**src/rtl/lfsr_tap_scanner.sv**
```systemverilog
// Scans every non-zero feedback-tap polynomial of a WIDTH-bit Fibonacci LFSR from a common seed
// and reports period/maximality per polynomial. Optional macro: LFSR_SCAN_MAXONLY_EN.
module lfsr_tap_scanner #(
  parameter int WIDTH     = 3,
  parameter int MAX_STEPS = 2**WIDTH
) (
  input  logic             clock,
  input  logic             reset,
  input  logic             start,
  input  logic [WIDTH-1:0] seed,
  output logic             busy,
  output logic             res_valid,
  input  logic             res_ready,
  output logic [WIDTH-1:0] res_taps,
  output logic [WIDTH:0]   res_period,
  output logic             res_maximal,
  output logic             done
);

  localparam logic [WIDTH:0] MAX_C   = (WIDTH+1)'(MAX_STEPS);
  localparam logic [WIDTH:0] MAX_PER = (WIDTH+1)'((2**WIDTH) - 1);

  typedef enum logic [2:0] {S_IDLE, S_LOAD, S_STEP, S_REPORT, S_DONE} state_t;

  state_t           st;
  logic [WIDTH-1:0] seed_q;
  logic [WIDTH-1:0] taps;
  logic [WIDTH-1:0] lfsr;
  logic [WIDTH:0]   cnt;

  logic [WIDTH-1:0] lfsr_nxt;
  logic [WIDTH:0]   cnt_inc;
  logic             hit;
  logic             stop;
  logic [WIDTH:0]   per_nxt;
  logic             max_nxt;
  logic             last_taps;

  always_comb begin
    lfsr_nxt  = {lfsr[WIDTH-2:0], ^(lfsr & taps)};
    cnt_inc   = cnt + (WIDTH+1)'(1);
    hit       = (lfsr_nxt == seed_q);
    stop      = hit || (cnt_inc == MAX_C);
    per_nxt   = hit ? cnt_inc : '0;
    max_nxt   = (per_nxt == MAX_PER);
    last_taps = (taps == {WIDTH{1'b1}});
  end

  always_ff @(posedge clock) begin
    if (reset) begin
      st          <= S_IDLE;
      seed_q      <= '0;
      taps        <= '0;
      lfsr        <= '0;
      cnt         <= '0;
      busy        <= 1'b0;
      res_valid   <= 1'b0;
      res_taps    <= '0;
      res_period  <= '0;
      res_maximal <= 1'b0;
      done        <= 1'b0;
    end else begin
      case (st)
        S_IDLE: begin
          if (start) begin
            seed_q <= seed;
            taps   <= WIDTH'(1);
            busy   <= 1'b1;
            st     <= S_LOAD;
          end
        end
        S_LOAD: begin
          lfsr <= seed_q;
          cnt  <= '0;
          st   <= S_STEP;
        end
        S_STEP: begin
          lfsr <= lfsr_nxt;
          cnt  <= cnt_inc;
          if (stop) begin
`ifdef LFSR_SCAN_MAXONLY_EN
            if (!max_nxt) begin
              // Non-maximal result is dropped: move straight on to the next tap set.
              if (last_taps) begin
                done <= 1'b1;
                st   <= S_DONE;
              end else begin
                taps <= taps + WIDTH'(1);
                st   <= S_LOAD;
              end
            end else begin
              res_valid   <= 1'b1;
              res_taps    <= taps;
              res_period  <= per_nxt;
              res_maximal <= max_nxt;
              st          <= S_REPORT;
            end
`else
            res_valid   <= 1'b1;
            res_taps    <= taps;
            res_period  <= per_nxt;
            res_maximal <= max_nxt;
            st          <= S_REPORT;
`endif
          end
        end
        S_REPORT: begin
          if (res_ready) begin
            res_valid <= 1'b0;
            if (last_taps) begin
              done <= 1'b1;
              st   <= S_DONE;
            end else begin
              taps <= taps + WIDTH'(1);
              st   <= S_LOAD;
            end
          end
        end
        S_DONE: begin
          done <= 1'b0;
          busy <= 1'b0;
          st   <= S_IDLE;
        end
        default: st <= S_IDLE;
      endcase
    end
  end

endmodule
```
**config.mk**
```make
export PLATFORM = sky130hd
export DESIGN_NAME = lfsr_tap_scanner
export DESIGN_NICKNAME = d
export VERILOG_FILES = /design/src/rtl/lfsr_tap_scanner.sv
export SDC_FILE = /design/constraint.sdc
export NUM_CORES = 1
export LEC_CHECK = 0
export CORE_MARGIN = 2
export CORE_UTILIZATION = 55
export DETAILED_ROUTE_END_ITERATION = 8
export PLACE_DENSITY = 0.81
export SETUP_SLACK_MARGIN = 0.5
export SYNTH_ARGS = -nofsm -noshare
export SYNTH_HDL_FRONTEND = slang
export SYNTH_SLANG_ARGS = --single-unit
```
**constraint.sdc**
```tcl
create_clock -name clock -period 2.5 [get_ports clock]
set_input_delay 0.25 -clock clock [delete_from_list [all_inputs] [get_ports clock]]
set_output_delay 0.25 -clock clock [all_outputs]
set_load 0.005 [all_outputs]
```
### After elaboration in Yosys (flattened, before gate mapping)

Index checks and enable logic that the tools add are counted.

* input port bits: 7
* logic and storage cells: 61
* output and inout bits: 11
* register bits after elaboration: 27

* equal/unequal tests: 13
* reduce and logical (&&, ||, !) cells: 15
* bitwise operators: 1
* $add $sub $neg: 2
* multiplexer cells: 19

Operators by type and width (count)
* $mux 3: 6
* $pmux 3 s2: 2
* $pmux 3 s4: 1
* $ne 2x2->1 const B: 5
* $reduce_bool 2->1: 5
* $reduce_and 3->1: 3
* $pmux 4 s2: 1
* $eq 3x2->1 const B: 2
* $eq 3x3->1 const B: 2
* $pmux 1 s2: 3
* $reduce_and 2->1: 3
* $mux 1: 5
* $add 4x1->4 const B: 1
* $eq 4x3->1 const B: 1
* $eq 4x4->1 const B: 1
* $mux 4: 1
* $reduce_and 4->1: 1
* $add 3x1->3 const B: 1
* $and 3x3->3: 1
* $eq 3x1->1 const B: 1
* $eq 3x3->1: 1
* $logic_not 3->1: 1
* $reduce_xor 3->1: 1
* $logic_or 1x1->1: 1

### Logic depth before layout (Yosys ltp)

Gate-level depths: netlist (run 1).

* depth in word-level cells: 6
* mapped depth: 7
* gate-level depth less buffers: 6

### Least setup slack after synthesis (run 1)

OpenSTA, ideal clock, no wires.

* path type: flip-flop to flip-flop
* start: register cnt[0]
* end: register res_maximal
* path slack: 910 ps
* clock period less this slack: 1590 ps
* required time: 2368 ps
* stages on the path, launching flop included: 7
* setup time: 132 ps
* buffers on the path: 0
* arrival time: 1458 ps
* cell sequence: dfxtp_1 > ha_1 > xnor2_1 > nor4_1 > and3_2 > a2111oi_0 > nor3_1

* cells in the longest elaborated chain, start to end: 4
* elaborated cells on any way between the ends: 6
* those cells by class: 1 x add/sub; 2 x eq/ne; 1 x mux; 2 x reduce/logical

RTL lines
* from (decl): RTL line 29 `logic [WIDTH:0] cnt;`
* from (signal assigned): RTL line 79 `cnt <= cnt_inc;`
* $add 4x1->4 *: RTL line 41 `cnt_inc = cnt + (WIDTH+1)'(1);`
* $eq 4x4->1: RTL line 43 `stop = hit || (cnt_inc == MAX_C);`
* $logic_or 1x1->1: RTL line 43
* $reduce_and 2->1 (no line)
* to (signal assigned): RTL line 102 `res_maximal <= max_nxt;`
* to (decl): RTL line 16 `output logic res_maximal,`

Mark *: on every way between the ends. The rest lies on a longest branch, timed or not.
A chain may end at the register's enable or synchronous reset.

### Worst setup path in the final report (run 1)

* start: register st[2]
* end: register res_maximal

* cells in the longest elaborated chain, start to end: 2

RTL lines
* from (decl): RTL line 25 `state_t st;`
* from (signal assigned): RTL line 51 `st <= S_IDLE;`
* from (signal assigned): RTL line 69 `st <= S_LOAD;`
* from (signal assigned): RTL line 75 `st <= S_STEP;`
* $eq 3x2->1: RTL line 63 `case (st)`
* $reduce_and 2->1 (no line)

Every way passes these cells.

==> key figures, run 1 <==
Run status
  – Status: complete, no violations

Timing
  – Setup slack after layout: 0.7106 ns
  – Final hold viol count: 0
  – Worst Tran Pin Value: 0.5214 ns
  – Final setup viols: 0
  – Slew Viols, Final: 0
  – Crit path time final: 1.789 ns
  – Slew Limit Headroom: 0.6519
  – Max Clk Rate: 0.5589 GHz
  – Final Skew: 0.004935 ns
  – Final period utilization: 0.7158
  – Setup TNS: 0 ns
  – Unrepaired setup endpoints after global routing: false

Place
  – Final HPWL DP: 2110 µm
  – Placed cells: 203
  – Pre-CTS WS: 0.6796 ns
  – GP Congestion: 0.9053
  – Cell Area, Placed: 1524 µm²
  – I/O Buffers: 17

Logic synthesis
  – Cell variety after synth: 35
  – Synthesis Warnings: 0
  – Post-Syn Area: 1336 µm²
  – Syn_nets: 174
  – Sequential area share after synthesis: 0.4045
  – FF+latch count, synth: 27
  – Average instance area after synthesis: 8.148 µm²
  – Gate Count Post-Synth: 164

Power
  – Pwr Density: 604.3 nW/µm²
  – Switching Fraction: 0.3214
  – Clock power frac: 0.200
  – Comb pwr share: 0.255
  – Flop pwr share: 0.545
  – Max VDD drop: 0.3718 mV
  – Switching power: 0.3014 mW
  – Total power: 0.9376 mW
  – Leak pwr: 0.5699 nW
  – Internal Power: 0.6362 mW

Worst setup path
  – CP endpoint kind: register
  – Data required time at the worst endpoint: 2.71 ns
  – WS Path Type: register to register
  – Crit start category: register
  – Worst-path fanout max: 17
  – WP data arrival: 2.00 ns

GRT
  – GRT Total Usage: 0.2368
  – Largest net degree at the start of global routing: 18
  – First-pass GRT wire length: 4981 µm
  – Total gr overflow: 0
  – Antenna violations before repair: 0
  – Vias in the first global route: 1,133

Floorplanning
  – Core area: 2255 µm²
  – DIE AREA: 2840 µm²
  – Core Rows: 17
  – # IOs: 18
  – Starting Density: 0.5927
  – Chip Height: 53.29 µm
  – Die width: 53.29 µm

Route
  – Drt drc: 0
  – Wirelength per Cell: 13.86 µm
  – Via density: 5.836
  – Antenna-violating nets left: 0
  – Via count: 1,208
  – Initial DRC count: 36
  – Routed wire length: 2868 µm
  – Pre-antenna DRT Iters: 4

Clock network
  – CTS tree: done
  – Root Driver: clkbuf_4
  – Clock Sinks: 27
  – CTS Hold Buffers Added: 0
  – CTS buffer count: 3
  – CTS H-tree lvls: 1
  – Worst skew pair latency: 0.32 ns
  – Longest Clk Path Bufs: 2
  – CTS clk-pin slew, worst paths: 0.14 ns

Cells and area
  – Non-Filler Instances: 207
  – Final Net Count: 190
  – Diode count: 0
  – Area Overhead vs Synth: 16.10%
  – Share of cells above drive strength 1: 0.05587
  – Design area: 1551 µm²

Min path
  – Hold Path Class: input pin to register

Job
  – Maxcap violations: 0
-- synth_stat cells --
library cell   n  area, µm²
dfxtp_1       27      540.5
nand2_1       23      86.33
nor2_1        17      63.81
a21oi_1       15      75.07
o21ai_0        9      45.04
and3_1         7      43.79
clkbuf_1       6      22.52
inv_1          6      22.52
nand3_1        5      25.02
xnor2_1        5      43.79
nor3_1         4      20.02
nor4_1         4      25.02
a311oi_1       3      26.28
ha_1           3      37.54
o311ai_1       3      26.28
o32ai_1        3      26.28
a211oi_1       2      15.01
and3b_1        2      17.52
buf_2          2      10.01
nand2b_1       2      12.51
nor3b_1        2      15.01
a2111oi_0      1      8.760
a21boi_0       1      7.510
and2_1         1      6.260
and3_2         1      7.510
mux2_4         1      15.01
mux2i_1        1      10.01
nand2_2        1      6.260
nand3b_1       1      7.510
nand4b_1       1      8.760
nand4bb_1      1      11.26
o21a_1         1      7.510
o31ai_1        1      7.510
xnor3_2        1      23.77
xor2_1         1      8.760
-- critical path: stages (launching register included) --
cell,delay [ns]
dfxtp_1,0.68
nand4bb_1,0.23
nor4_1,0.08
and3_2,0.22
a2111oi_0,0.39
nor3_1,0.09
-- repair_timing --
action,4_1_cts,5_1_grt
resized for setup,0,1
endpoints found under the setup margin,0,1
setup buffers,0,0
-- stage by stage --
stage,hold WS (ns),utilization
global route,0.4699,0.6881
detailed placement,0.4592,0.6759
finish,0.4672,0.6881
CTS,0.4692,0.6876
floorplan,0.3679,-
global placement,0.4513,0.6759
-- final cells by class --
class,instances,area (µm²)
Multi-Input combinational cell,123,740.7
Fill cell,206,703.2
Sequential cell,27,541.8
Timing Repair Buffer,19,185.2
Tap cell,28,35.03
Clock buffer,4,26.28
Inverter,6,22.52
-- power groups by stage --
stage,combinational [mW],sequential (mW),clock (mW)
after detailed placement,0.237,0.520,0
after floorplan,0.179,0.501,0
after CTS,0.239,0.510,0.191
after global placement,0.229,0.517,0
final,0.239,0.511,0.187
after global routing,0.265,0.519,0.207
-- per-layer routing --
metal | GRT usage | wire (µm)
met3 | 0.03107 | 107
met5 | 0 | 0
met1 | 0.3058 | 1405
met4 | 0.06838 | 26
met2 | 0.4074 | 1328
-- cell usage in the layout, fill, tap and decap left out, drive strengths merged, types with 2 or more instances in the layout --
cell type / n
nand2b: 2
nand3: 5
and3b: 2
ha: 3
a21oi: 15
dfxtp: 27
nor3b: 2
nand2: 24
xnor2: 5
o311ai: 3
clkdlybuf4s50: 17
nor3: 4
nor2: 17
o32ai: 3
inv: 6
nor4: 4
a311oi: 3
clkbuf: 4
and3: 8
a211oi: 2
buf: 2
o21ai: 9
-- flip-flops by register name, indices dropped and copies added, names as in the netlist --
register and flops:
busy 1, cnt 4, done 1, lfsr 3, res_maximal 1, res_period 4, res_taps 3, res_valid 1
seed_q 3, st 3, taps 3
-- final timing paths --
kind / from / endpoint / slack, ns / cells after the start
worst max-delay path: st[2]$_SDFFE_PP0P_ / res_maximal$_SDFFE_PP0P_ / 0.71 / 5
worst min-delay path: seed[0] / seed_q[0]$_SDFFE_PP0P_ / 0.47 / 3
worst max register to register: st[2]$_SDFFE_PP0P_ / res_maximal$_SDFFE_PP0P_ / 0.71 / 5
worst min register to register: res_period[1]$_SDFFE_PP0P_ / res_period[1]$_SDFFE_PP0P_ / 0.48 / 2
-- cells by family after synthesis --
kind of cell             share of synthesized area
AND/OR/NAND/NOR                             0.2669
AO/OA/AOI/OAI                               0.1835
flip-flops                                  0.4045
buffers and inverters                      0.04120
XOR/XNOR                                   0.05711
adder cells (fa/ha/maj)                    0.02809
multiplexers                               0.01872
Power figures use the tool's default switching activity.
==> inputs of run 2 (changes only) <==
--- a/config.mk
+++ b/config.mk
@@ -6,9 +6,9 @@
 export NUM_CORES = 1
 export LEC_CHECK = 0
 export CORE_MARGIN = 2
-export CORE_UTILIZATION = 55
+export CORE_UTILIZATION = 53
 export DETAILED_ROUTE_END_ITERATION = 8
-export PLACE_DENSITY = 0.81
+export PLACE_DENSITY = 0.78
 export SETUP_SLACK_MARGIN = 0.5
 export SYNTH_ARGS = -nofsm -noshare
 export SYNTH_HDL_FRONTEND = slang
==> constraint.sdc (replaced) <==
create_clock -name clock -period 1.7 [get_ports clock]
set_input_delay 0.17 -clock clock [delete_from_list [all_inputs] [get_ports clock]]
set_output_delay 0.17 -clock clock [all_outputs]
set_load 0.005 [all_outputs]
==> run 2 against run 1 <==
Count of clock-buffer cells in the layout stayed put. Combinational power is 130% higher. Die area is 3.5% higher. Global-route usage is 2.6 points higher. Largest cell class unchanged. Largest power group unchanged. Highest routed layer unchanged.
==> key figures, run 2 (synthesized netlist as in run 1, its figures left out) <==
Route
  – Antenna-violating nets left: 0 (unchanged)
  – Via count: 1,398 (+16%)
  – Via density: 6.213 (+6.5%)
  – Wirelength per Cell: 16.99 µm (+23%)
  – Initial DRC count: 67 (+86%)
  – Pre-antenna DRT Iters: 4 (unchanged)
  – Drt drc: 0 (unchanged)
  – Routed wire length: 3823 µm (+33%)

Min path
  – Hold worst-path end: seed_q[1]$_SDFFE_PP0P_
  – Hold Path Class: input pin to register
  – Worst hold path startpoint: seed[1]
  – WHS Path Cells: 3 (unchanged)

Clock network
  – Worst skew pair latency: 0.32 ns (about the same)
  – CTS buffer count: 3 (unchanged)
  – CTS clk-pin slew, worst paths: 0.14 ns (about the same)
  – Longest Clk Path Bufs: 2 (unchanged)
  – Root Driver: clkbuf_4
  – Clock Sinks: 27 (unchanged)
  – CTS tree: done
  – CTS Hold Buffers Added: 0 (unchanged)
  – CTS H-tree lvls: 1 (unchanged)

Timing
  – Slew Viols, Final: 0 (unchanged)
  – Final setup viols: 0 (unchanged)
  – Final hold viol count: 0 (unchanged)
  – Slew Limit Headroom: 0.7285 (+0.07655)
  – Unrepaired setup endpoints after global routing: true
  – Crit path time final: 1.675 ns (-0.1143 ns)
  – Setup slack after layout: 0.02489 ns (-0.6857 ns)
  – Setup TNS: 0 ns (unchanged)
  – Final period utilization: 0.9854 (+0.2696)
  – Final Skew: 0.002097 ns (-0.002838 ns)
  – Worst Tran Pin Value: 0.4073 ns (-0.1141 ns)
  – Max Clk Rate: 0.5970 GHz (+6.8%)

Worst setup path
  – CP endpoint kind: register
  – FF-to-FF Start: taps[2]$_SDFFE_PP0P_
  – R2r endpoint: res_period[1]$_SDFFE_PP0P_
  – R2R depth: 5 (unchanged)
  – Crit start category: register
  – WS Path Type: register to register
  – WP data arrival: 1.89 ns (-0.11 ns)
  – Data required time at the worst endpoint: 1.92 ns (-0.79 ns)
  – Worst-path fanout max: 5 (-12)
  – Worst R2R Setup Slack: 0.02 ns (-0.69 ns)

Floorplanning
  – DIE AREA: 2939 µm² (+3.5%)
  – # IOs: 18 (unchanged)
  – Core area: 2432 µm² (+7.9%)
  – Core Rows: 18 (+1)
  – Starting Density: 0.5494 (-0.04329)
  – Die width: 54.21 µm (+1.7%)
  – Chip Height: 54.21 µm (+1.7%)

GRT
  – Vias in the first global route: 1,210 (+6.8%)
  – Total gr overflow: 0 (unchanged)
  – Largest net degree at the start of global routing: 24 (+6)
  – First-pass GRT wire length: 5554 µm (+12%)
  – Antenna violations before repair: 0 (unchanged)
  – GRT Total Usage: 0.2628 (+0.02603)

Place
  – I/O Buffers: 17 (unchanged)
  – Final HPWL DP: 2164 µm (+2.5%)
  – Pre-CTS WS: 0.06420 ns (-0.6153 ns)
  – GP Congestion: 0.8889 (-1.8%)

Power
  – Max VDD drop: 0.6637 mV (+79%)
  – Leak pwr: 0.7779 nW (+36%)
  – Pwr Density: 804.3 nW/µm² (+33%)
  – Total power: 1.597 mW (+70%)

Cells and area
  – Most frequent cells in the layout: dfxtp_2, nand2_1, a21oi_1
  – Util after Layout: 0.8164 (+0.1282)
  – Commonest non-fill, non-tap cell in the layout: dfxtp_2
  – Share of cells above drive strength 1: 0.4308 (+0.3749)
  – Final Net Count: 206 (+8.4%)
  – Top Registers: cnt (4), res_period (4)
  – Diode count: 0 (unchanged)
  – Area Overhead vs Synth: 48.60%

Run status
  – Status: complete, no violations

Job
  – Maxcap violations: 0 (unchanged)
## run 2: cell count changes in the layout (fill, tap and decap cells not counted), sizes merged
cell,delta
buf,+16
clkdlybuf4s50,-11
dlygate4sd2,+10
dlymetal6s2s,+1
## run 2: per-layer routing
layer	global-route usage	part of all wire	wire (µm)
met5	0	0	0
met4	0.1250	0.014	55
met3	0.03005	0.058	223
met2	0.4137	0.50	1917
met1	0.3585	0.43	1627
## run 2: through the flow
stage          hold slack (ns)  area [µm²]  instances
2_1_floorplan           0.2879        1406        164
3_3_place_gp            0.4557        1619        209
3_5_place_dp            0.4633        1619        209
4_1_cts                 0.3793        1785        221
5_1_grt                 0.4105        1986        225
6_report                0.3798        1986        225
## run 2: worst max-delay path by stage
| stage | slack [ns] | start | cells past startpoint | endpoint |
|---|---|---|---|---|
| finish | 0.02 | taps[2]$_SDFFE_PP0P_ | 5 | res_period[1]$_SDFFE_PP0P_ |
| global route | -0.08 | cnt[1]$_SDFFE_PP0P_ | 6 | res_maximal$_SDFFE_PP0P_ |
| CTS | 0.07 | taps[2]$_SDFFE_PP0P_ | 5 | res_period[3]$_SDFFE_PP0P_ |
| detailed placement | 0.06 | lfsr[1]$_SDFFE_PP0P_ | 5 | res_period[3]$_SDFFE_PP0P_ |
| global placement | 0.13 | lfsr[1]$_SDFFE_PP0P_ | 5 | res_valid$_SDFFE_PP0P_ |
| floorplan | 0.19 | lfsr[1]$_SDFFE_PP0P_ | 5 | res_maximal$_SDFFE_PP0P_ |
## run 2: area by class of cell
| class | instances | area [µm²] |
|---|---|---|
| Timing Repair Buffer | 35 | 325.3 |
| Inverter | 6 | 22.52 |
| Multi-Input combinational cell | 123 | 992.2 |
| Clock buffer | 4 | 26.28 |
| Tap cell | 30 | 37.54 |
| Sequential cell | 27 | 581.8 |
| Fill cell | 150 | 446.7 |
## run 2: power by group
part / total (mW) / switching (mW) / internal [mW] / leakage, nW
combinational: 0.544 / 0.301 / 0.243 / 0.531
clock: 0.276 / 0.184 / 0.0919 / 0.0150
sequential: 0.777 / 0.0791 / 0.698 / 0.232
## run 2: what timing repair did
| action | 4_1_cts | 5_1_grt |
|---|---|---|
| endpoints found under the hold margin | 0 | 0 |
| gates cloned | 1 | 0 |
| resized for setup | 43 | 39 |
| pin swaps | 14 | 12 |
| setup endpoints to repair | 34 | 24 |
| setup buffers | 7 | 4 |
## run 2: critical path: stages (launching register included)
cell and delay (ns):
dfxtp_2 0.36, nand2_2 0.06, xnor3_2 0.49, mux2i_4 0.23, a21oi_2 0.30, o31ai_1 0.13
